**config.mk**
```make
export PLATFORM = sky130hd
export DESIGN_NAME = serial_subtractor
export DESIGN_NICKNAME = d
export VERILOG_FILES = /design/src/rtl/serial_subtractor_pkg.sv /design/src/rtl/serial_subtractor_half_subtractor.sv /design/src/rtl/serial_subtractor.sv
export SDC_FILE = /design/constraint.sdc
export NUM_CORES = 1
export LEC_CHECK = 0
export ABC_AREA = 1
export BUFFER_PORTS_ARGS = -buffer_cell sky130_fd_sc_hd__buf_2
export CAP_MARGIN = 15
export CORE_MARGIN = 2
export CORE_UTILIZATION = 45
export CTS_BUF_LIST = sky130_fd_sc_hd__clkbuf_8 sky130_fd_sc_hd__clkbuf_16
export DETAILED_ROUTE_END_ITERATION = 6
export PLACE_DENSITY_LB_ADDON = 0.08
export SYNTH_ARGS = -nofsm -noshare
export SYNTH_HDL_FRONTEND = slang
export SYNTH_SLANG_ARGS = --single-unit
```
**constraint.sdc**
```tcl
create_clock -name clk -period 2 [get_ports clk]
set_input_delay 0.2 -clock clk [delete_from_list [all_inputs] [get_ports clk]]
set_output_delay 0.2 -clock clk [all_outputs]
set_load 0.02 [all_outputs]
```
**src/rtl/serial_subtractor_pkg.sv**
```systemverilog
// Shared definitions for the bit-serial subtractor: FSM state encoding and default width.
package serial_subtractor_pkg;

    typedef enum logic [1:0] {
        ST_IDLE  = 2'd0,
        ST_SHIFT = 2'd1,
        ST_DONE  = 2'd2
    } state_t;

    localparam int DEFAULT_WIDTH = 8;

endpackage : serial_subtractor_pkg

```
**src/rtl/serial_subtractor_half_subtractor.sv**
```systemverilog
// Half subtractor cell: difference x ^ y, borrow out when y exceeds x.
module half_subtractor (
    input  logic x,
    input  logic y,
    output logic d,
    output logic bo
);

    assign d  = x ^ y;
    assign bo = ~x & y;

endmodule : half_subtractor

```
**src/rtl/serial_subtractor.sv**
```systemverilog
// Bit-serial unsigned subtractor: diff = (a - b) mod 2^WIDTH, one bit per clock, LSB first.
module serial_subtractor
    import serial_subtractor_pkg::*;
#(
    parameter int WIDTH = DEFAULT_WIDTH
) (
    input  logic             clk,
    input  logic             rst,
    input  logic             start,
    input  logic [WIDTH-1:0] a,
    input  logic [WIDTH-1:0] b,
    output logic             busy,
    output logic             done,
    output logic [WIDTH-1:0] diff,
    output logic             borrow_out
);

    localparam int CW = $clog2(WIDTH + 1);

    state_t           state_reg;
    state_t           state_next;
    logic [WIDTH-1:0] sa_reg;
    logic [WIDTH-1:0] sb_reg;
    logic [WIDTH-1:0] res_reg;
    logic [WIDTH-1:0] res_next;
    logic [WIDTH-1:0] diff_reg;
    logic             bor_reg;
    logic             bor_next;
    logic             borrow_reg;
    logic [CW-1:0]    cnt_reg;
    logic             last_bit;

    logic hs0_d, hs0_bo, bit_d, hs1_bo;

    // Full subtractor: first stage subtracts the operand bits, second stage the running borrow.
    half_subtractor u_hs0 (
        .x  (sa_reg[0]),
        .y  (sb_reg[0]),
        .d  (hs0_d),
        .bo (hs0_bo)
    );

    half_subtractor u_hs1 (
        .x  (hs0_d),
        .y  (bor_reg),
        .d  (bit_d),
        .bo (hs1_bo)
    );

    assign bor_next = hs0_bo | hs1_bo;
    assign last_bit = (cnt_reg == CW'(WIDTH - 1));
    // New bit enters at the MSB; after WIDTH steps the first bit has reached bit 0.
    assign res_next = WIDTH'({bit_d, res_reg} >> 1);

    always_ff @(posedge clk) begin
        if (rst) begin
            state_reg <= ST_IDLE;
        end else begin
            state_reg <= state_next;
        end
    end

    always_comb begin
        state_next = state_reg;
        case (state_reg)
            ST_IDLE:  if (start) state_next = ST_SHIFT;
            ST_SHIFT: if (last_bit) state_next = ST_DONE;
            ST_DONE:  state_next = ST_IDLE;
            default:  state_next = ST_IDLE;
        endcase
    end

    always_comb begin
        busy = (state_reg == ST_SHIFT);
        done = (state_reg == ST_DONE);
    end

    always_ff @(posedge clk) begin
        if (rst) begin
            sa_reg     <= '0;
            sb_reg     <= '0;
            res_reg    <= '0;
            bor_reg    <= 1'b0;
            cnt_reg    <= '0;
            diff_reg   <= '0;
            borrow_reg <= 1'b0;
        end else begin
            case (state_reg)
                ST_IDLE: begin
                    if (start) begin
                        sa_reg  <= a;
                        sb_reg  <= b;
                        bor_reg <= 1'b0;
                        cnt_reg <= '0;
                    end
                end
                ST_SHIFT: begin
                    sa_reg  <= sa_reg >> 1;
                    sb_reg  <= sb_reg >> 1;
                    res_reg <= res_next;
                    bor_reg <= bor_next;
                    cnt_reg <= cnt_reg + 1'b1;
                    if (last_bit) begin
                        diff_reg   <= res_next;
                        borrow_reg <= bor_next;
                    end
                end
                default: ;
            endcase
        end
    end

    assign diff       = diff_reg;
    assign borrow_out = borrow_reg;

endmodule : serial_subtractor
```
==> results of run 1 <==
[routing by layer]
metal	track usage, %	part of all wire (%)	wire (µm)
met3	6.13	4.6	168
met2	32.2	48	1740
met4	7.81	1.6	60
met5	0	0	0
met1	22.2	46	1670
[layout make-up]
cell class	count	area [µm²]
clock buffers	6	82.6
clock inverters	2	35.0
fillers	414	1670
inverters	30	113
multi-input cells	167	759
flip-flops and latches	39	781
well taps	48	60.1
repair buffers	31	160
[kinds of logic (layout without fill, tap and decap cells)]
kind of cell / after synthesis / count (layout) / share of synthesized area, %
buf+inv: 42 / 69 / 10.7
flops: 39 / 39 / 45.3
simple gates: 142 / 142 / 35.3
fa+ha+maj: 2 / 2 / 1.89
compound gates: 23 / 23 / 6.89
[worst max-delay path by stage]
| stage | startpoint | to | depth (start not counted) |
|---|---|---|---|
| 2_1_floorplan | sb_reg[0] | diff[7] | 6 |
| 3_3_place_gp | state_reg[1] | sa_reg[0] | 6 |
| 3_5_place_dp | state_reg[1] | sa_reg[5] | 6 |
| 4_1_cts | state_reg[0] | busy | 3 |
| 5_1_grt | state_reg[0] | busy | 3 |
| 6_report | state_reg[0] | busy | 3 |
[power by group through the flow]
stage          Combinational [W]  Clock [W]  Sequential [W]
3_3_place_gp            0.000217          0        0.000861
3_5_place_dp            0.000220          0        0.000861
6_report                0.000217   0.000687        0.000843
5_1_grt                 0.000251   0.000753        0.000849
4_1_cts                 0.000220   0.000703        0.000843
2_1_floorplan           0.000178          0        0.000856
[stage by stage]
step / cells / hold WS, ns / utilization [%] / instance area, µm² / power, W
detailed placement: 315 / 0.443 / 51.2 / 1870 / 0.00108
global placement: 315 / 0.438 / 51.2 / 1870 / 0.00108
CTS: 323 / 0.147 / 54.4 / 1990 / 0.00177
floorplan: 248 / 0.346 / - / 1720 / 0.00103
global route: 323 / 0.162 / 54.4 / 1990 / 0.00185
finish: 323 / 0.156 / 54.4 / 1990 / 0.00175
[worst max-delay path, delay by kind of cell, from the launching register on]
family | cells | cell delay [ns]
buf+inv | 2 | 0.33
simple gates | 1 | 0.44
flops | 1 | 0.41
[Yosys cell counts, drive strengths merged]
cell type,n
inv,30
ha,1
dfxtp,39
nand2,64
nor3,1
o22ai,3
fa,1
clkbuf,1
o21ai,11
a21oi,9
buf,11
nor2,42
nand3,35
==> results.cfg, run 1 <==
[final_layout]
layout_commonest_cell = nand2_1
area_growth_pct = 15.5
layout-drive-gt1-share_pct = 17.5
nNetsFinal = 295
layout_common_cells = nand2_1, dfxtp_1, nor2_1, nand3_1, buf_2
antenna-diode-count = 0

[clock_tree]
cts_setup_buffers = 0
cts-buffers-inserted = 5
clk_latency_ns = 0.30
clkTransAtPathRegs_ns = 0.08
cts_tree = yes
cts.sinks = 39
ctsResizeCount = 0
root_buffer = clkbuf_8
htreeDepth = 2
cts_buffer_depth = 2
ctsHoldBuffers = 0

[sta]
setup_viol = 0
fin_tns_setup_ns = 0
period_share_pct = 84.5
rsz0062_at_grt = no
fmax_mhz = 591
period_needed_ns = 1.69
max_slew.worst_pin.slew_ns = 0.611
finalClockSkew_ns = 0.0103
layout_setup_ws_ns = 0.309
relSlewSlack_pct = 59.2
hold_violations = 0
drv_slew = 0

[floorplan]
io_pins = 30
die_x_um = 65.9
die_y_um = 65.9
num_rows = 22
core_mm2 = 0.00366
die_area_mm2 = 0.00434
start_util_pct = 47.1

[pwr]
switchingPower_w = 0.000449
clkPwrFrac_pct = 39.3
power_density_mw_per_mm2 = 877
ir_drop_v = 0.000356
leakage_nw = 0.953
pwr-share-comb_pct = 12.4
cellInternalPower_w = 0.00130
p_sw_share_pct = 25.7
pwr-share-seq_pct = 48.3

[worst_setup_path]
path_class = reg -> out
crit_path_end_kind = output pin
rr_worst_depth = 6
r2r_end = sb_reg[1]
critPathRequiredTime_ns = 1.80
max_stage_delay_ns = 0.44
crit_path_cell_trace = inv_2 -> nor2_4 -> buf_2
r2r_slack_ns = 0.56
critPathMaxFanout = 25
crit_path_start_kind = flip-flop
arrival_ns = 1.49
slowest_stage = nor2_4
r2r_start = state_reg[1]

[drt]
drt_iter0_markers = 101
postRouteAntennaNets = 0
wire_per_inst_um = 11.3
dr_total_vias = 1517
wirelength_um = 3640
drc = 0
via_per_inst = 4.70
firstDrtPassIters = 4

[global_route]
first_global_vias = 1354
gr-total-overflow = 0
antenna_found_initial = 0
grt_usage_pct = 19.1
grt_pass1_wl_um = 6080
grt_max_degree = 26

[flow_run]
max_cap_violations = 0

[logic_synthesis]
netlist_area_mm2 = 0.00172
seq_area_frac_synth_pct = 45.3
yosys.area.top_type = dfxtp_1
ys_top_cells_by_area = dfxtp_1, nand2_1, nand3_1
synth.avg_cell_area_um2 = 6.95
ys_types = 22
ys_ff_latch = 39
syn-num-nets = 269
synth_cells = 248
synth_warnings = 0
synth_top_area_share_pct = 45.3

[place]
hpwl_um = 2420
gp_congestion = 0.760
post-place-ws_ns = 0.557
portBuffers = 29

[outcome]
status = finished, final reports clean

[hold_path]
hold_path_end = sb_reg[7]
min_path_cells = 3
hold_path_class = in -> reg
hp-start = b[7]
Power figures use the tool's default switching activity.
==> inputs of run 2 (changes only) <==
==> constraint.sdc (replaced) <==
create_clock -name clk -period 1.55 [get_ports clk]
set_input_delay 0.155 -clock clk [delete_from_list [all_inputs] [get_ports clk]]
set_output_delay 0.155 -clock clk [all_outputs]
set_load 0.02 [all_outputs]
==> run 2 against run 1 <==
Worst hold slack worse by 0.048 ns. Die area did not move. Via count increased by 1.4%. Combinational power rose by 42%. Sequential power rose by 29%. Highest routed layer unchanged.
==> results.cfg, run 2 (synthesis gave the netlist of run 1 again) <==
[final_layout]
layout-drive-gt1-share_pct = 18.8
layout_common_cells = nand2_1, dfxtp_1, nor2_1, nand3_1, inv_1
layout_commonest_cell = nand2_1
area_growth_pct = 16.6
fillers = 415
antenna-diode-count = 0
nNetsFinal = 302

[worst_setup_path]
critPathRequiredTime_ns = 1.39
crit_path_start_kind = flip-flop
max_stage_delay_ns = 0.41
crit_family = buffers and inverters
critPathMaxFanout = 14
crit_buf_inv = 3
crit_path_end_kind = output pin
path_class = reg -> out
slowest_stage = dfxtp_1
arrival_ns = 1.28
crit_path_cell_trace = inv_2 -> nor2_4 -> buf_6 -> buf_2

[sta]
period_needed_ns = 1.43
period_share_pct = 92.5
setup_viol = 0
max_slew.worst_pin.slew_ns = 0.278
hold_violations = 0
rsz0062_at_grt = no
finalClockSkew_ns = 0.00590
drv_slew = 0
fmax_mhz = 697
layout_setup_ws_ns = 0.116
fin_tns_setup_ns = 0
relSlewSlack_pct = 81.4

[clock_tree]
cts_tree = yes
htreeDepth = 2
clk_latency_ns = 0.29
clkTransAtPathRegs_ns = 0.07
root_buffer = clkbuf_8
cts-buffers-inserted = 5
cts_setup_buffers = 0
cts_buffer_depth = 2
cts.sinks = 39

[global_route]
first_global_vias = 1435
grt_max_degree = 19
grtUsageMet1_pct = 21.8
antenna_found_initial = 0
use_met3_pct = 4.09
grt_usage_pct = 19.0
met2_usage_pct = 33.1
grt-busiest-layer = met2
grt_pass1_wl_um = 6200
gr-total-overflow = 0

[drt]
drt_iter0_markers = 69
via_per_inst = 4.66
wire_per_inst_um = 10.7
wirelength_um = 3530
firstDrtPassIters = 4
postRouteAntennaNets = 0
drc = 0
dr_total_vias = 1538

[pwr]
ir_drop_v = 0.000510
power_density_mw_per_mm2 = 1010
leakage_nw = 0.977

[floorplan]
start_util_pct = 47.1
die_x_um = 65.9
die_area_mm2 = 0.00434
num_rows = 22
io_pins = 30
die_y_um = 65.9
core_mm2 = 0.00366

[outcome]
status = finished, final reports clean

[place]
post-place-ws_ns = 0.226
gp_congestion = 0.791
portBuffers = 29
hpwl_um = 2530

[flow_run]
max_cap_violations = 0

[hold_path]
hold_path_class = in -> reg
==> run 2: changes by cell type in the layout (fill, tap and decap cells not counted), sizes merged <==
cell    change
buf         +7
bufinv      -1
inv         +2
clkbuf      -1
==> run 2: cell type report <==
class                           count  area (µm²)  share of cell area, %
Tap cell                           48        60.1                   2.99
Timing Repair Buffer               38         216                   10.8
Sequential cell                    39         781                   38.8
Inverter                           30         113                   5.60
Clock buffer                        5        68.8                   3.42
Clock inverter                      3        12.5                  0.622
Multi-Input combinational cell    167         759                   37.8
==> run 2: report_power, final <==
group          internal (W)  switching (W)  total [W]  leakage (nW)
logic              0.000117       0.000192   0.000309         0.608
clock network      0.000302       0.000335   0.000638        0.0505
registers           0.00106      0.0000275    0.00109         0.318
total               0.00148       0.000554    0.00203         0.977
==> run 2: metal layers <==
metal / share of wire (%) / wire length, µm / vias to the layer above
li1: - / - / 842
met1: 47 / 1640 / 659
met2: 47 / 1670 / 29
met3: 3.9 / 136 / 8
met4: 2.3 / 81 / 0
met5: 0 / 0 / -
==> run 2: worst min-delay path, delay by kind of cell <==
kind / cells / cell delay [ns]
AOI/OAI and AO/OA: 1 / 0.06
buffers and inverters: 2 / 0.13
==> run 2: repair_timing <==
item                                    in CTS  in global routing
gates resized for setup                      0                  1
endpoints found under the setup margin       0                  1
hold buffers                                 0                  0
==> run 2: final timing paths <==
kind                                   start   endpoint  slack, ns  cells past startpoint
worst min register to register     sb_reg[3]  sb_reg[2]       0.45                      2
worst min-delay path                    b[7]  sb_reg[7]       0.11                      3
worst max register to register    cnt_reg[0]    diff[7]       0.25                      5
worst max-delay path            state_reg[0]       busy       0.12                      4
==> run 2: through the flow <==
stage / instances / cell area (µm²) / util (%) / hold WS, ns / total power (W)
5_1_grt: 330 / 2010 / 54.9 / 0.127 / 0.00216
3_3_place_gp: 322 / 1930 / 52.6 / 0.412 / 0.00142
3_5_place_dp: 322 / 1930 / 52.6 / 0.412 / 0.00142
4_1_cts: 330 / 2010 / 54.8 / 0.102 / 0.00206
6_report: 330 / 2010 / 54.9 / 0.108 / 0.00203
2_1_floorplan: 248 / 1720 / - / 0.301 / 0.00133
